==> config.mk <==
export PLATFORM = sky130hd
export DESIGN_NAME = count_arb_ctrl_flat
export DESIGN_NICKNAME = d
export VERILOG_FILES = /design/src/rtl/count_arb_ctrl_if.sv /design/src/rtl/count_arb_ctrl.sv /design/src/flat_wrapper.sv
export SDC_FILE = /design/constraint.sdc
export NUM_CORES = 1
export LEC_CHECK = 0
export CAP_MARGIN = 20
export CORE_MARGIN = 3
export CORE_UTILIZATION = 50
export CTS_CLUSTER_DIAMETER = 30
export DETAILED_ROUTE_END_ITERATION = 8
export GPL_ROUTABILITY_DRIVEN = 0
export PLACE_DENSITY = 0.83
export SYNTH_ARGS = -nofsm -noshare
export SYNTH_HDL_FRONTEND = slang
export SYNTH_SLANG_ARGS = --single-unit
==> constraint.sdc <==
create_clock -name clk -period 3 [get_ports clk]
set_input_delay 0.6 -clock clk [delete_from_list [all_inputs] [get_ports clk]]
set_output_delay 0.6 -clock clk [all_outputs]
set_load 0.01 [all_outputs]
==> src/rtl/count_arb_ctrl_if.sv <==
// Request handshake bundle for count_arb_ctrl: two requesters with their job lengths,
// plus the one-hot accept returned by the arbiter.
interface count_arb_ctrl_if;
  logic [1:0] req_valid;
  logic [7:0] req_len0;
  logic [7:0] req_len1;
  logic [1:0] req_ready;

  modport master (output req_valid, output req_len0, output req_len1, input req_ready);
  modport slave  (input req_valid, input req_len0, input req_len1, output req_ready);
endinterface

==> src/rtl/count_arb_ctrl.sv <==
// Two-requester round-robin arbiter that owns a shared 8-bit counter for a job:
// clear once, enable for len cycles (or until abort), then pulse done to the owner.
module count_arb_ctrl (
  input  logic                   clk,
  input  logic                   rst_n,
  count_arb_ctrl_if.slave        req,
  input  logic                   abort,
  output logic                   cnt_clr,
  output logic                   cnt_en,
  output logic                   busy,
  output logic                   owner,
  output logic [1:0]             done,
  output logic                   aborted
);

  typedef enum logic [1:0] {
    IDLE  = 2'd0,
    CLEAR = 2'd1,
    RUN   = 2'd2,
    DONE  = 2'd3
  } state_t;

  state_t     state_q, state_d;
  logic [7:0] remain_q, remain_d;
  logic       owner_q, owner_d;
  logic       last_q, last_d;
  logic       ab_q, ab_d;

  logic       grant;
  logic [1:0] ready_c;
  logic       clr_c;
  logic       en_c;
  logic [1:0] done_c;
  logic       aborted_c;

  // Round-robin only matters when both ask; a lone requester always wins.
  assign grant = (&req.req_valid) ? ~last_q : req.req_valid[1];

  always_comb begin
    state_d   = state_q;
    remain_d  = remain_q;
    owner_d   = owner_q;
    last_d    = last_q;
    ab_d      = ab_q;
    ready_c   = '0;
    clr_c     = 1'b0;
    en_c      = 1'b0;
    done_c    = '0;
    aborted_c = 1'b0;
    case (state_q)
      IDLE: begin
        if (|req.req_valid) begin
          ready_c  = grant ? 2'b10 : 2'b01;
          owner_d  = grant;
          remain_d = grant ? req.req_len1 : req.req_len0;
          ab_d     = 1'b0;
          state_d  = CLEAR;
        end
      end
      CLEAR: begin
        clr_c = 1'b1;
        if (abort) begin
          ab_d    = 1'b1;
          state_d = DONE;
        end else if (remain_q != 8'd0) begin
          state_d = RUN;
        end else begin
          state_d = DONE;
        end
      end
      RUN: begin
        en_c     = 1'b1;
        remain_d = remain_q - 8'd1;
        if (abort) begin
          ab_d    = 1'b1;
          state_d = DONE;
        end else if (remain_q <= 8'd1) begin
          state_d = DONE;
        end
      end
      DONE: begin
        done_c    = owner_q ? 2'b10 : 2'b01;
        aborted_c = ab_q;
        last_d    = owner_q;
        state_d   = IDLE;
      end
      default: state_d = IDLE;
    endcase
  end

  always_ff @(posedge clk) begin
    if (rst_n) begin
      state_q  <= IDLE;
      remain_q <= '0;
      owner_q  <= 1'b0;
      last_q   <= 1'b1;
      ab_q     <= 1'b0;
    end else begin
      state_q  <= state_d;
      remain_q <= remain_d;
      owner_q  <= owner_d;
      last_q   <= last_d;
      ab_q     <= ab_d;
    end
  end

  // Reset (active-high) forces every strobe low even before the state register settles.
  assign req.req_ready = rst_n ? '0 : ready_c;
  assign cnt_clr       = ~rst_n & clr_c;
  assign cnt_en        = ~rst_n & en_c;
  assign busy          = ~rst_n & (state_q != IDLE);
  assign done          = rst_n ? '0 : done_c;
  assign aborted       = ~rst_n & aborted_c;
  assign owner         = owner_q;

endmodule

==> src/flat_wrapper.sv <==
// flat-port wrapper written by rule: the top's interface ports become plain ports
module count_arb_ctrl_flat 
  (clk, rst_n, abort, cnt_clr, cnt_en, busy, owner, done, aborted, req_req_valid, req_req_len0, req_req_len1, req_req_ready);
  count_arb_ctrl_if req_i ();
  input  logic clk;
  input  logic rst_n;
  input  logic abort;
  output logic cnt_clr;
  output logic cnt_en;
  output logic busy;
  output logic owner;
  output logic [1:0] done;
  output logic aborted;
  input wire logic [$bits(req_i.req_valid)-1:0] req_req_valid;
  input wire logic [$bits(req_i.req_len0)-1:0] req_req_len0;
  input wire logic [$bits(req_i.req_len1)-1:0] req_req_len1;
  output wire logic [$bits(req_i.req_ready)-1:0] req_req_ready;
  assign req_i.req_valid = req_req_valid;
  assign req_i.req_len0 = req_req_len0;
  assign req_i.req_len1 = req_req_len1;
  assign req_req_ready = req_i.req_ready;
  count_arb_ctrl u_core (.clk(clk), .rst_n(rst_n), .req(req_i), .abort(abort), .cnt_clr(cnt_clr), .cnt_en(cnt_en), .busy(busy), .owner(owner), .done(done), .aborted(aborted));
endmodule
==> results.yml <==
synthesis:
  yosys-top-cells-area: "dfxtp_1 (25%), ha_1 (9.6%), mux2i_1 (4.8%)"
  synth_area_per_cell_um2: 8.30
  syn-num-nets: 155
  synth_top_family_by_area: "simple AND/OR/NAND/NOR gates"
  synth_compound_area_share_pct: 22.2
  synth_cell_types: 44
  synthMuxAreaShare_pct: 9.09
  async_reset_ff_share_pct: 0
  yosysSeqAreaShare_pct: 24.9
  synth_xor_area_share_pct: 0
  synth_ff_type: "dfxtp_1"
  synth_edf_count: 0
  synthAdderAreaFrac_pct: 9.57
  syn_area_um2: 1050
  syn_inst: 126
  ys_seq_elements: 13
  yosys_warnings: 0
  yosys.area.top_type: "dfxtp_1"
  yosysTopAreaCellShare_pct: 24.9
  synth_simple_gate_area_share_pct: 29.7
sta:
  rsz0062_at_grt: "no"
  tightest_slew_ps: 629
  relSlewSlack_pct: 58.0
  period_share_pct: 90.9
  slew_violations: 0
  setup_tns_ps: 0
  max_freq_mhz: 367
  final_hold_viol_count: 0
  fin_crit_ps: 2730
  fin_skew_ps: 9.12
  setup_viol: 0
hold_path:
  hp-class: "register to register"
  hp-start: "u_core.ab_q$_SDFFE_PP0P_"
  whs_path_depth: 2
  holdPathEnd: "u_core.ab_q$_SDFFE_PP0P_"
floorplan:
  start_util_pct: 56.9
  die_h_um: 51.7
  io_pins: 30
  dieArea_um2: 2680
  rows: 15
  dieWidth_um: 51.7
  core-area_um2: 1840
finish:
  antenna_cells: 0
  drive_above_1_share_pct: 8.92
  fin_util_pct: 76.1
  syn_to_final_growth_pct: 33.7
  nFillCells: 155
  nets: 187
setup_path:
  worst_setup_path_start_kind: "register"
  r2r_setup_slack_ps: 920
  timing.rr.start: "u_core.state_q[0]$_SDFFE_PP0P_"
  cp_data_arrival_time_ps: 2130
  reg2regPathDepth: 6
  criticalPathCategory: "register to primary output"
  worstReg2RegEnd: "u_core.remain_q[6]$_SDFFE_PP0P_"
  end_kind: "primary output"
  cp.required_ps: 2400
  worstPathMaxFanout: 10
global_route:
  track_usage_pct: 23.1
  grt_pass1_wl_um: 4450
  grt_overflow: 0
  antenna_found_initial: 0
  grt_max_degree: 20
  grt_pass1_vias: 1021
route:
  ant_nets: 0
  avgRoutedWirePerCell_um: 15.2
  route.vias.total: 1062
  avgViaCountPerCell: 5.84
  dr.pass1.iters: 4
  wirelength_um: 2760
  drt-initial-drc-count: 18
  drc_errors: 0
power_and_ir_drop:
  p_leak_uw: 0.000557
  ir_worst_vdd_mv: 0.659
  power_density_nw_per_um2: 842
cts:
  cts_sinks: 13
  cts_tree: "built"
  clk_latency_ps: 290
  post_cts_resized: 0
  path_clk_slew_ps: 70
  cts_root_buffer: "clkbuf_4"
  h-tree-depth: 1
  cts_buffers: 3
  holdBufCountCts: 0
  post_cts_buffers: 0
  clockBufferDepth: 2
outcome:
  status: "finished, final reports clean"
run:
  drv_cap: 0
placement:
  portBuffers: 29
  dp_hpwl_um: 2120
-- worst max-delay path, stage by stage, from the launching register on --
cell	delay, ps
dfxtp_1	360
inv_1	160
ha_1	400
nand2b_1	150
nor3b_1	200
clkdlybuf4s50_1	570
-- worst max path at each step --
stage                                              start          endpoint  slack [ps]  depth (start not counted)
after global routing      u_core.state_q[0]$_SDFFE_PP0P_  req_req_ready[0]          70                          5
after floorplan                                    rst_n           done[0]        1120                          3
after CTS                 u_core.state_q[0]$_SDFFE_PP0P_  req_req_ready[0]         270                          5
after detailed placement                req_req_valid[1]  req_req_ready[1]         350                          4
final                     u_core.state_q[0]$_SDFFE_PP0P_  req_req_ready[0]         270                          5
after global placement                  req_req_valid[1]  req_req_ready[1]         390                          4
-- metal layers --
metal	vias up	global-route usage, %	wire length [µm]
met2	27	41.1	1430
met5	-	0	0
met1	503	24.0	1170
met3	4	7.45	126
li1	528	-	-
met4	0	11.8	44
-- where the power goes --
| part | total, µW | switching, µW | leakage (µW) | internal (µW) |
|---|---|---|---|---|
| registers | 345 | 101 | 0.000107 | 244 |
| clock network | 113 | 60.9 | 0.0000150 | 51.8 |
| logic | 720 | 382 | 0.000435 | 338 |
-- cell usage after synthesis, drive strengths merged, types with 2 or more instances --
cell type	instances
nor2	14
dfxtp	13
ha	8
nand2b	7
a21oi	6
inv	6
nand2	6
mux2i	5
clkbuf	4
mux2	4
nor2b	4
nor3	4
nor3b	4
o21ai	4
o211ai	3
o22ai	3
a21o	2
a311o	2
a31oi	2
and3b	2
buf	2
nand4b	2
nor4	2
-- cell type report --
class / count / area, µm² / area share [%]
clock buffers: 4 / 26.3 / 1.88
inverters: 6 / 22.5 / 1.61
multi-input cells: 101 / 738 / 52.8
flip-flops and latches: 13 / 260 / 18.6
well taps: 25 / 31.3 / 2.24
repair buffers: 33 / 320 / 22.9
-- sequential cells by signal, indices dropped and copies added (netlist names) --
register,flops
u_core.state_q,2
u_core.ab_q,1
u_core.remain_q,8
u_core.owner,1
u_core.last_q,1
-- cell families after synthesis --
family	Yosys count
buf+inv	12
fa+ha+maj	8
simple gates	52
mux	9
compound gates	32
flops	13
-- cells in the final DEF (no fill, tap or decap), types with 3 or more instances in the layout --
master	Yosys	layout
nor3_1	4	4
nor3b_1	3	3
dfxtp_1	13	13
clkdlybuf4s50_1	0	29
nor2_1	13	13
o211ai_1	3	3
clkbuf_4	0	3
inv_1	6	6
buf_4	0	4
o22ai_1	3	3
mux2_1	4	4
nand2_1	6	6
a21oi_1	6	6
nor2b_1	4	4
mux2i_1	5	5
nand2b_1	7	7
o21ai_1	3	3
ha_1	8	8
-- stage by stage --
stage	power, µW	std cells	hold WS (ps)	setup slack, ps	cell area (µm²)
global placement	1030	178	479	387	1370
detailed placement	1060	178	501	349	1370
CTS	1170	182	516	269	1400
floorplan	842	126	464	1120	1050
finish	1180	182	510	272	1400
global route	1280	182	530	68.4	1400
No activity file was read; power rests on OpenSTA's default activity.
